## config.mk

```make
export PLATFORM = sky130hd
export DESIGN_NAME = module_multiword_add_ctrl
export DESIGN_NICKNAME = d
export VERILOG_FILES = /design/src/rtl/module_multiword_add_ctrl.sv
export SDC_FILE = /design/constraint.sdc
export NUM_CORES = 1
export LEC_CHECK = 0
export BUFFER_PORTS_ARGS = -buffer_cell sky130_fd_sc_hd__buf_4
export CORE_UTILIZATION = 54
export CTS_BUF_LIST = sky130_fd_sc_hd__clkbuf_4 sky130_fd_sc_hd__clkbuf_8 sky130_fd_sc_hd__clkbuf_16
export DETAILED_ROUTE_END_ITERATION = 8
export PLACE_DENSITY_LB_ADDON = 0.25
export SYNTH_ARGS = -nofsm -noshare
export SYNTH_HDL_FRONTEND = slang
export SYNTH_SLANG_ARGS = --single-unit
```

## constraint.sdc

```tcl
create_clock -name clk_i -period 6.1 [get_ports clk_i]
set_clock_uncertainty 0.15 [all_clocks]
set_input_delay 0.305 -clock clk_i [delete_from_list [all_inputs] [get_ports clk_i]]
set_output_delay 0.305 -clock clk_i [all_outputs]
set_load 0.05 [all_outputs]
```

## src/rtl/module_multiword_add_ctrl.sv

```systemverilog
// Serial multi-word adder: one shared RCAWIDE-bit ripple-carry slice processes
// one word per clock, LSW first, behind a start/done valid-ready handshake.

module module_ripple_carry_adder #(
  parameter int WIDTH = 8
) (
  input  logic [WIDTH-1:0] a_i,
  input  logic [WIDTH-1:0] b_i,
  input  logic             carry_i,
  output logic [WIDTH-1:0] sum_o,
  output logic             carry_o
);
  logic [WIDTH:0] c;

  assign c[0] = carry_i;

  for (genvar i = 0; i < WIDTH; i++) begin : g_fa
    assign sum_o[i] = a_i[i] ^ b_i[i] ^ c[i];
    assign c[i+1]   = (a_i[i] & b_i[i]) | (c[i] & (a_i[i] ^ b_i[i]));
  end

  assign carry_o = c[WIDTH];
endmodule

module module_multiword_add_ctrl #(
  parameter int RCAWIDE = 8,
  parameter int NWORDS  = 4
) (
  input  logic                        clk_i,
  input  logic                        rst_n_i,
  input  logic [RCAWIDE*NWORDS-1:0]   a_i,
  input  logic [RCAWIDE*NWORDS-1:0]   b_i,
  input  logic                        carry_i,
  input  logic                        start_valid_i,
  output logic                        start_ready_o,
  output logic [RCAWIDE*NWORDS-1:0]   sum_o,
  output logic                        carry_o,
  output logic                        done_valid_o,
  input  logic                        done_ready_i,
  output logic                        busy_o
);
  localparam int IW = (NWORDS > 1) ? $clog2(NWORDS) : 1;
  localparam logic [IW-1:0] LAST = IW'(NWORDS - 1);

  typedef enum logic [1:0] {IDLE, RUN, DONE} state_t;

  state_t                           state_q;
  logic [IW-1:0]                    idx_q;
  logic                             cy_q;
  logic                             cout_q;
  logic [NWORDS-1:0][RCAWIDE-1:0]   a_q, b_q, sum_q;

  logic [RCAWIDE-1:0]               rca_sum;
  logic                             rca_cout;

  module_ripple_carry_adder #(.WIDTH(RCAWIDE)) u_rca (
    .a_i     (a_q[idx_q]),
    .b_i     (b_q[idx_q]),
    .carry_i (cy_q),
    .sum_o   (rca_sum),
    .carry_o (rca_cout)
  );

  always_ff @(posedge clk_i) begin
    if (!rst_n_i) begin
      state_q <= IDLE;
      idx_q   <= '0;
      cy_q    <= 1'b0;
      cout_q  <= 1'b0;
      sum_q   <= '0;
      a_q     <= '0;
      b_q     <= '0;
    end else begin
      case (state_q)
        IDLE: if (start_valid_i) begin
          a_q     <= a_i;
          b_q     <= b_i;
          cy_q    <= carry_i;
          idx_q   <= '0;
          state_q <= RUN;
        end
        RUN: begin
          sum_q[idx_q] <= rca_sum;
          cy_q         <= rca_cout;
          // carry_o gets its own register so it only moves when a result completes
          if (idx_q == LAST) begin
            cout_q  <= rca_cout;
            idx_q   <= '0;
            state_q <= DONE;
          end else begin
            idx_q <= idx_q + IW'(1);
          end
        end
        DONE: if (done_ready_i) state_q <= IDLE;
        default: state_q <= IDLE;
      endcase
    end
  end

  assign start_ready_o = (state_q == IDLE);
  assign done_valid_o  = (state_q == DONE);
  assign busy_o        = (state_q != IDLE);
  assign sum_o         = sum_q;
  assign carry_o       = cout_q;
endmodule

```

-- Yosys cells after proc, flatten, opt, wreduce, memory -nomap -nowiden
Cells that the tools add are included.
- add/subtract/negate cells: 1
- $lt $le $gt $ge: 2
- eq/ne operators: 6
- multiplexer cells: 16
- bitwise operators: 40
- reductions and logical operators: 8
- operator list (kind ; count):
    $bmux 8 s2 ; 2
    $bwmux 32 ; 1
    $mux 8 ; 3
    $and 1x1->1 ; 16
    $demux 8 s2 ; 1
    $xor 1x1->1 ; 16
    $mux 2 ; 5
    $or 1x1->1 ; 8
    $pmux 2 s3 ; 1
    $reduce_and 2->1 ; 3
    $eq 2x2->1 const B ; 2
    $ne 2x2->1 const B ; 2
    $pmux 2 s2 ; 1
    $reduce_bool 2->1 ; 2
    $lt 2x3->1 const B ; 1
    $reduce_and 3->1 ; 1
    $add 2x1->2 const B ; 1
    $eq 2x1->1 const B ; 1
    $ge 2x1->1 const B ; 1
    $logic_not 2->1 ; 1
    $ne 2x1->1 const B ; 1
    $pmux 1 s2 ; 1
    $logic_and 1x1->1 ; 1
    $mux 1 ; 1
- register bits after elaboration: 102
- output and inout bits: 36
- word-level logic and storage cells: 89

-- Longest topological paths before layout
Gate-level depths: netlist (run 1).
- depth in word-level cells: 20
- mapped depth: 16

-- Cells and area by module
From an unflattened synthesis (run 1), not the netlist that was laid out.
- cells, all modules: 460
- area total of the unflattened synthesis: 4548.1 um^2
- by module, submodules not included (module ; times used ; cells an instance ; area each (um^2) ; seq. area each (um^2)):
    module_multiword_add_ctrl ; 1 ; 442 ; 4350.4 ; 2042.0
    module_ripple_carry_adder ; 1 ; 18 ; 197.7 ; 0.0

-- Worst setup path after synthesis (run 1)
OpenSTA, ideal clock, no wires.
- kind: register -> register
- from: register idx_q[0]
- to: register sum_q (netlist bit sum_o[15])
- data arrival time: 4468 ps
- required time: 5891 ps
- slack: 1423 ps
- cell stages (with the launch flop): 17
- path buffers: 2
- period minus slack after synthesis: 4677 ps
- cell sequence: dfxtp_1 > buf_6 > buf_4 > mux4_2 > fa_1 > inv_1 > fa_1 > inv_1 > fa_1 > fa_1 > fa_1 > fa_1 > fa_1 > inv_1 > fa_1 > nand2_1 > o211a_1
- cells in the longest elaborated chain, start to end: 19
- ends and longest elaborated chain (item ; line ; RTL):
    start, declared ; 48 ; logic [IW-1:0] idx_q;
    start signal, assigned ; 91 ; idx_q <= idx_q + IW'(1);
    $bmux 8 s2 (on tied branches) ; 57, 58 ;
    $mux 8 (on tied branches) ; 57, 58 ;
    $xor 1x1->1 ; 19 ; assign c[i+1] = (a_i[i] & b_i[i]) | (c[i] & (a_i[i] ^ b_i[i]));
    $and 1x1->1 ; 19 ;
    $or 1x1->1 ; 19 ;
    $and 1x1->1 ; 19 ;
    $or 1x1->1 ; 19 ;
    $and 1x1->1 ; 19 ;
    (+3 left out) ; n/a ;
    $and 1x1->1 ; 19 ;
    $or 1x1->1 ; 19 ;
    $and 1x1->1 ; 19 ;
    $or 1x1->1 ; 19 ;
    $and 1x1->1 ; 19 ;
    $or 1x1->1 ; 19 ;
    $xor 1x1->1 ; 18 ; assign sum_o[i] = a_i[i] ^ b_i[i] ^ c[i];
    $bwmux 32 (*) ; 83 ; sum_q[idx_q] <= rca_sum;
    end signal, assigned by index ; 83 ;
    end, declared ; 51 ; logic [NWORDS-1:0][RCAWIDE-1:0] a_q, b_q, sum_q;
Every way passes the cells marked *; elsewhere a longest branch is shown, timed or not. The select of a mux whose other input is x is not followed.
A chain may end at the register's enable or synchronous reset.

-- Final worst setup path (run 1)
- from: register idx_q[0]
- to: register sum_q (netlist bit sum_o[7])
Same word-level chain as after synthesis.

==> impl_metrics.yaml, run 1 <==
logic_synthesis:
  synth_cells: 484
  syn_area_per_cell_um2: 9.31
  syn_area_um2: 4510
  synth.yosys.seq_area_share: 0.453
  ys_seq_elements: 102
  synth_cell_type_count: 25
  syn_nets: 565
  yosys_warnings: 0
sta:
  tns_ns: 0
  fin_crit_sh: 0.820
  drv_slew: 0
  slew_headroom: 0.448
  max_slew.worst_pin.slew_ns: 0.828
  final.min_clock_period_ns: 5.00
  hold_violations: 0
  whs_ns: 0.0251
  rsz0062_at_grt: "no"
  setup_viol: 0
  max_freq_mhz: 200
global_routing:
  grt_pass1_vias: 3413
  antenna_found_initial: 0
  grtUsageTotal: 0.239
  overflow: 0
  grt_max_degree: 103
  grt_pass1_wl_um: 16000
power:
  p_int_uw: 1010
  p_leak_uw: 0.00231
  ir_drop_mv: 0.132
  p_sw_uw: 360
  powerDensity_nw_per_um2: 251
  switching_share: 0.263
  pwr-share-clk: 0.328
  p_seq_frac: 0.525
  power_uw: 1370
  pwr-share-comb: 0.147
drt:
  drc: 0
  wirelength_um: 9730
  vias: 3525
  dr.first_iter.drc_count: 202
  wl_per_cell_um: 14.4
  detail-route-antenna-nets: 0
  viasPerCell: 5.22
  firstDrtPassIters: 4
layout:
  area.growth.synth_to_final_pct: 20.7
  nets: 649
  nFillCells: 634
  multi_input_comb_area_um2: 2210
  register_area_um2: 2040
  drive_gt1_frac: 0.251
  final_cells: 675
  antenna_cells: 0
clock_tree:
  cts_resized: 0
  cts_hold_buffers: 0
  cts_tree: "yes"
  clk_latency_ns: 0.36
  numCtsBuffers: 9
  path_clk_slew_ns: 0.10
  cts_sinks: 102
  clock-root-buffer: "clkbuf_8"
  post-cts-setup-buffer-count: 0
  htree_levels: 3
  cts_buffer_depth: 2
floorplanning:
  num_rows: 32
  core_area_um2: 7890
  io_pins: 105
  dieArea_um2: 8720
  die_h_um: 93.4
  initial_core_util: 0.571
  die_x_um: 93.4
setup_path:
  worstPathArrival_ns: 5.16
  worstSetupPathType: "flop to flop"
  path_max_fanout: 12
  end_kind: "flop"
  cp-start-kind: "flop"
  critical_path_required_ns: 6.26
  worst_r2r_path_depth: 14
  path_cells: "mux4_2, fa_1, inv_1, fa_1, inv_1, fa_1, fa_1, fa_1, fa_1, fa_1, inv_1, fa_1, nand2_1, o211a_1"
  critPathMaxStageDelay_ns: 0.74
  slowest_stage: "dfxtp_1"
  path_common_cell: "fa_1"
place:
  place_inst: 659
  io_buffer_count: 104
  routabilityCongestion: 0.773
  dp_hpwl_um: 7030
outcome:
  outcome: "finished clean"
min_path:
  hold_class: "input pin to flop"
  worst_hold_path.num_cells: 3
run:
  maxCapViolCount: 0
synth_stat cells:
cell / count / area, µm²
a21boi_0: 29 / 218
and3_1: 1 / 6.26
buf_6: 7 / 78.8
nor2_1: 3 / 11.3
nor3b_1: 1 / 7.51
mux4_2: 16 / 360
buf_2: 10 / 50.1
o221a_2: 1 / 11.3
clkbuf_1: 11 / 41.3
dfxtp_1: 102 / 2040
nor2b_1: 5 / 31.3
nand2_1: 186 / 698
fa_1: 8 / 160
o211a_1: 9 / 90.1
buf_4: 7 / 52.6
a22oi_1: 2 / 15.0
or2_2: 1 / 6.26
o21bai_1: 1 / 7.51
nand3b_1: 4 / 30.0
a21boi_1: 60 / 450
and3b_1: 4 / 35.0
inv_1: 10 / 37.5
or3b_1: 1 / 8.76
ha_1: 4 / 50.1
o21a_1: 1 / 7.51
power by group through the flow:
stage / sequential, µW / combinational, µW / clock (µW)
floorplan: 744 / 122 / 0
global placement: 733 / 198 / 0
detailed placement: 734 / 202 / 0
CTS: 719 / 203 / 455
global route: 723 / 219 / 482
finish: 719 / 201 / 448
per-stage QoR:
stage	setup slack, ns	area, µm²	util
3_3_place_gp	1.19	5230	0.663
6_report	1.10	5440	0.690
3_5_place_dp	1.10	5230	0.663
5_1_grt	0.811	5440	0.690
4_1_cts	1.06	5440	0.690
2_1_floorplan	1.42	4510	-
flip-flops by register name (all words and copies together) (netlist names):
signal,flops
carry_o,1
a_q,32
idx_q,2
sum_o,32
state_q,2
b_q,32
cy_q,1
metal layers:
layer  part of all wire  up-vias  track usage
li1                   -     1772            -
met1               0.44     1648        0.310
met2               0.49       87        0.393
met3              0.045       18       0.0407
met4              0.022        0        0.105
met5                  0        -            0
cell families (layout without fill, tap and decap cells):
| logic type | Yosys count | count (layout) | share of synthesized area |
|---|---|---|---|
| AND/OR/NAND/NOR | 206 | 206 | 0.185 |
| AO/OA/AOI/OAI | 103 | 103 | 0.177 |
| flip-flops | 102 | 102 | 0.453 |
| buffers and inverters | 45 | 134 | 0.0577 |
| multiplexers | 16 | 16 | 0.0800 |
| adder cells (fa/ha/maj) | 12 | 12 | 0.0466 |
critical path, delay by kind of cell (launching register included):
family,cells,cell delay [ns]
compound gates,1,0.15
fa+ha+maj,8,3.01
buf+inv,3,0.22
flops,1,0.74
mux,1,0.60
simple gates,1,0.10
path summary, 6_finish.rpt:
kind | slack, ns | to | start
setup / recovery | 1.10 | sum_o[7]$_SDFFE_PN0P_ | idx_q[0]$_SDFFE_PN0P_
setup reg to reg | 1.10 | sum_o[7]$_SDFFE_PN0P_ | idx_q[0]$_SDFFE_PN0P_
hold / removal | 0.03 | b_q[2]$_SDFFE_PN0P_ | b_i[2]
hold reg to reg | 0.31 | b_q[0]$_SDFFE_PN0P_ | b_q[0]$_SDFFE_PN0P_
layout make-up:
| type | instances | share of cell area |
|---|---|---|
| multi-input combinational | 337 | 0.406 |
| inverter | 10 | 0.00690 |
| tap | 102 | 0.0235 |
| clock inverter | 4 | 0.0101 |
| timing repair buffer | 108 | 0.149 |
| clock buffer | 12 | 0.0292 |
| sequential | 102 | 0.375 |
cell usage in the layout (no fill, tap or decap), drive strengths merged, types with 5 or more instances in the layout:
cell	synthesis	final
a21boi	89	89
mux4	16	16
dfxtp	102	102
nand2	186	186
fa	8	8
clkbuf	11	12
buf	24	108
inv	10	10
o211a	9	9
nor2b	5	5
Power figures use the tool's default switching activity.
==> run 2: changes to the inputs <==
ABC_AREA = 1   (was default)
CORE_UTILIZATION = 53   (was 54)
clock period = 5.1 ns   (was 6.1 ns; I/O delays follow)
==> run 2 against run 1 <==
Effect of this change: worst hold slack got worse by 0.022 ns; maximum frequency increased by 10%; critical path type unchanged; synthesized cell count increased by 19%; highest routed layer unchanged.
==> impl_metrics.yaml, run 2 <==
outcome:
  outcome: "finished clean"
setup_path:
  critical_path_required_ns: 5.25
  slowest_stage: "fa_1"
  path_max_fanout: 16
  path_cells: "inv_1, o21ai_0, o22ai_1, fa_1, inv_1, fa_1, inv_1, fa_1, fa_1, fa_1, fa_1, fa_1, inv_1, fa_1, inv_1, nor2_1, nor2_1"
  cp-start-kind: "flop"
  end_kind: "flop"
  critPathTopFamily: "adder cells"
  critPathMaxStageDelay_ns: 0.41
  worstPathArrival_ns: 4.70
  path_buf_inv: 5
  worstSetupPathType: "flop to flop"
  path_common_cell: "fa_1"
global_routing:
  grt_max_degree: 100
  antenna_found_initial: 0
  grt_pass1_wl_um: 18500
  grtUsageTotal: 0.276
  overflow: 0
  grt_pass1_vias: 3973
place:
  dp_hpwl_um: 7680
  io_buffer_count: 104
  routabilityCongestion: 0.864
  place_inst: 753
drt:
  dr.first_iter.drc_count: 234
  wirelength_um: 11200
  firstDrtPassIters: 7
  vias: 4144
  wl_per_cell_um: 14.0
  viasPerCell: 5.20
  drc: 0
  detail-route-antenna-nets: 0
clock_tree:
  path_clk_slew_ns: 0.10
  htree_levels: 3
  cts_resized: 0
  cts_sinks: 102
  post-cts-setup-buffer-count: 0
  clk_latency_ns: 0.36
  cts_tree: "yes"
  clock-root-buffer: "clkbuf_8"
  numCtsBuffers: 9
  cts_hold_buffers: 28
  cts_buffer_depth: 2
logic_synthesis:
  synth_cell_type_count: 21
  syn_area_um2: 4350
  synth_cells: 576
  synth.most_common_cell: "nor2_1"
  async_flop_share: 0
  synth.yosys.seq_area_share: 0.470
  synth_edf_count: 0
  syn_area_per_cell_um2: 7.55
  synth_area_leaders: "dfxtp_1, nor2_1, o21ai_0"
  yosysTopAreaCell: "dfxtp_1"
  yosys_warnings: 0
  synth_top_area_share: 0.470
  syn_nets: 657
  ys_seq_elements: 102
  synth_common_cells: "nor2_1, o21ai_0, dfxtp_1, inv_1, o21ai_1"
  synth_flop_cell: "dfxtp_1"
power:
  p_leak_uw: 0.00255
  switching_share: 0.301
  p_sw_uw: 568
  ir_drop_mv: 0.181
  powerDensity_nw_per_um2: 339
  pwr-share-comb: 0.219
  p_int_uw: 1320
  pwr-share-clk: 0.310
  p_seq_frac: 0.470
layout:
  nets: 771
  area.growth.synth_to_final_pct: 28.3
  final_common_cell: "nor2_1"
  antenna_cells: 0
  final_cell_mix: "nor2_1, o21ai_0, buf_4, dfxtp_1, dlygate4sd3_1"
  final_cells: 797
  drive_gt1_frac: 0.194
  utilization: 0.710
sta:
  max_freq_mhz: 220
  fin_crit_sh: 0.892
  slew_headroom: 0.310
  max_slew.worst_pin.slew_ns: 1.03
  drv_slew: 0
  final.min_clock_period_ns: 4.55
  hold_violations: 0
  rsz0062_at_grt: "no"
  setup_viol: 0
  tns_ns: 0
floorplanning:
  core_area_um2: 7850
  num_rows: 32
  io_pins: 105
  die_x_um: 92.6
  dieArea_um2: 8570
  initial_core_util: 0.554
  die_h_um: 92.6
min_path:
  hold_class: "input pin to flop"
run:
  maxCapViolCount: 0
==> run 2: tightest hold or removal path: stages <==
cell     delay (ns)
buf_4          0.07
o21ai_0        0.07
nor2_1         0.08
==> run 2: cell type report <==
type | count | area, µm²
inverter | 23 | 86.3
fill | 640 | 2270
clock inverter | 4 | 77.6
sequential | 102 | 2040
tap | 102 | 128
clock buffer | 12 | 159
timing repair buffer | 137 | 1100
multi-input combinational | 417 | 1980
==> run 2: power groups by stage <==
| stage | sequential, µW | combinational (µW) | clock (µW) |
|---|---|---|---|
| after floorplan | 934 | 227 | 0 |
| after detailed placement | 905 | 393 | 0 |
| final | 887 | 414 | 586 |
| after global routing | 893 | 454 | 623 |
| after CTS | 887 | 410 | 594 |
| after global placement | 904 | 384 | 0 |
==> run 2: worst paths after layout <==
kind,start,endpoint,slack (ns),depth (start not counted)
worst max-delay path,idx_q[0]$_SDFFE_PN0P_,sum_o[23]$_SDFFE_PN0P_,0.55,17
worst min-delay path,b_i[23],b_q[23]$_SDFFE_PN0P_,0.003,3
worst max register to register,idx_q[0]$_SDFFE_PN0P_,sum_o[23]$_SDFFE_PN0P_,0.55,17
worst min register to register,b_q[11]$_SDFFE_PN0P_,b_q[11]$_SDFFE_PN0P_,0.33,2
==> run 2: per-stage QoR <==
stage / hold slack (ns) / power, µW / cell area, µm² / worst slack, ns
floorplan: 0.251 / 1160 / 4350 / 0.699
global placement: 0.313 / 1290 / 5060 / 0.765
detailed placement: 0.319 / 1300 / 5060 / 0.597
CTS: 0.000216 / 1890 / 5580 / 0.574
global route: 0.0141 / 1970 / 5580 / 0.286
finish: 0.00307 / 1890 / 5580 / 0.553
==> run 2: cells by family (layout without fill, tap and decap cells) <==
logic type,Yosys count,count (layout),synth area share
AOI/OAI and AO/OA,150,150,0.177
DFF,102,102,0.470
adders and majority gates,12,12,0.0484
and+or+nand+nor,255,255,0.231
buffers and inverters,57,176,0.0737
==> run 2: metal layers <==
metal | global-route usage | up-vias | share of wire
li1 | - | 2082 | -
met1 | 0.349 | 1885 | 0.43
met2 | 0.475 | 153 | 0.49
met3 | 0.0411 | 24 | 0.059
met4 | 0.104 | 0 | 0.021
met5 | 0 | - | 0
==> run 3: changes to the inputs <==
ABC_AREA = 0   (was 1)
CORE_UTILIZATION = 54   (was 53)
==> run 3 against run 2 <==
Effect of this change: sequential power decreased by 3.4%; clock power increased by 3%; critical path depth decreased by 3; cell area increased by 7.3%; count of clock-buffer cells in the layout decreased by 1; global-route usage decreased by 2.0 points; die area increased by 1.7%; wire length decreased by 6.1%; register-to-register slack got worse by 0.22 ns.
==> impl_metrics.yaml, run 3 (synthesis gave the netlist of run 1 again) <==
layout:
  nets: 701
  area.growth.synth_to_final_pct: 32.8
  nFillCells: 531
  final_common_cell: "nand2_1"
  utilization: 0.759
  final_cell_mix: "nand2_1, buf_4, dfxtp_1, a21boi_1, dlygate4sd3_1"
  drive_gt1_frac: 0.232
  antenna_cells: 0
sta:
  rsz0062_at_grt: "no"
  max_freq_mhz: 210
  final.min_clock_period_ns: 4.77
  slew_headroom: 0.460
  hold_violations: 0
  tns_ns: 0
  whs_ns: 0.0150
  drv_slew: 0
  max_slew.worst_pin.slew_ns: 0.810
  fin_crit_sh: 0.935
  setup_viol: 0
global_routing:
  grt_pass1_vias: 3736
  grtUsageTotal: 0.256
  overflow: 0
  grt_max_degree: 103
  antenna_found_initial: 0
  grt_pass1_wl_um: 17200
power:
  powerDensity_nw_per_um2: 290
  ir_drop_mv: 0.151
  p_leak_uw: 0.00255
floorplanning:
  die_h_um: 93.4
  dieArea_um2: 8720
  io_pins: 105
  initial_core_util: 0.571
  num_rows: 32
  die_x_um: 93.4
  core_area_um2: 7890
setup_path:
  worstPathArrival_ns: 4.92
  critical_path_required_ns: 5.25
  worstSetupPathType: "flop to flop"
  path_max_fanout: 11
  cp-start-kind: "flop"
  end_kind: "flop"
clock_tree:
  clk_latency_ns: 0.36
  post-cts-setup-buffer-count: 0
  cts_buffer_depth: 2
  clock-root-buffer: "clkbuf_8"
  cts_sinks: 102
  path_clk_slew_ns: 0.09
  numCtsBuffers: 9
  cts_tree: "yes"
  htree_levels: 3
drt:
  dr.first_iter.drc_count: 227
  firstDrtPassIters: 4
  vias: 3808
  viasPerCell: 5.25
  wl_per_cell_um: 14.5
  wirelength_um: 10500
  detail-route-antenna-nets: 0
  drc: 0
run:
  maxCapViolCount: 0
place:
  dp_hpwl_um: 7010
  io_buffer_count: 104
  routabilityCongestion: 0.793
outcome:
  outcome: "finished clean"
min_path:
  hold_class: "input pin to flop"
-- run 3: final cells by class --
type                       count  area (µm²)  area share
clock buffer                  11         145      0.0243
clock inverter                 4        95.1      0.0159
inverter                      10        37.5     0.00627
multi-input combinational    337        2210       0.369
sequential                   102        2040       0.341
tap                          102         128      0.0213
timing repair buffer         160        1330       0.222
-- run 3: stage by stage --
| step | cell area, µm² | total power (µW) | instances | worst slack (ns) |
|---|---|---|---|---|
| finish | 5980 | 1740 | 726 | 0.330 |
| global placement | 5240 | 1110 | 661 | 0.568 |
| detailed placement | 5240 | 1120 | 661 | 0.336 |
| floorplan | 4510 | 1040 | 484 | 0.423 |
| global route | 5980 | 1800 | 726 | 0.143 |
| CTS | 5980 | 1740 | 726 | 0.325 |
-- run 3: final timing paths --
check                                           start                      to  slack, ns  cells after the start
worst max-delay path            idx_q[1]$_SDFFE_PN0P_  sum_o[15]$_SDFFE_PN0P_       0.33                     14
worst max register to register  idx_q[1]$_SDFFE_PN0P_  sum_o[15]$_SDFFE_PN0P_       0.33                     14
worst min register to register    b_q[6]$_SDFFE_PN0P_     b_q[6]$_SDFFE_PN0P_       0.31                      2
worst min-delay path                          a_i[10]    a_q[10]$_SDFFE_PN0P_       0.02                      3
-- run 3: worst max-delay path, cell delays in order (launching register included) --
cell and delay [ns]:
dfxtp_1 0.65, mux4_2 0.40, fa_1 0.40, inv_1 0.08
fa_1 0.17, inv_1 0.06, fa_1 0.40, fa_1 0.40
fa_1 0.40, fa_1 0.40, fa_1 0.41, inv_1 0.09
fa_1 0.47, nand2_1 0.10, o211a_1 0.14
-- run 3: where the power goes --
| group | total (µW) | internal [µW] | switching (µW) |
|---|---|---|---|
| Clock | 603 | 342 | 262 |
| Sequential | 857 | 834 | 23.2 |
| Combinational | 277 | 137 | 140 |
| Total | 1740 | 1310 | 425 |
-- run 3: timing repair --
item                                   4_1_cts  5_1_grt
gates resized for setup                      0        0
endpoints found under the hold margin       50        0
hold buffers                                50        0
-- run 3: layer usage --
metal	up-vias	part of all wire	wire length (µm)	track usage
met5	-	0	0	0
met3	20	0.045	473	0.0528
met1	1812	0.43	4510	0.310
met4	0	0.022	234	0.106
met2	107	0.50	5300	0.444
li1	1869	-	-	-
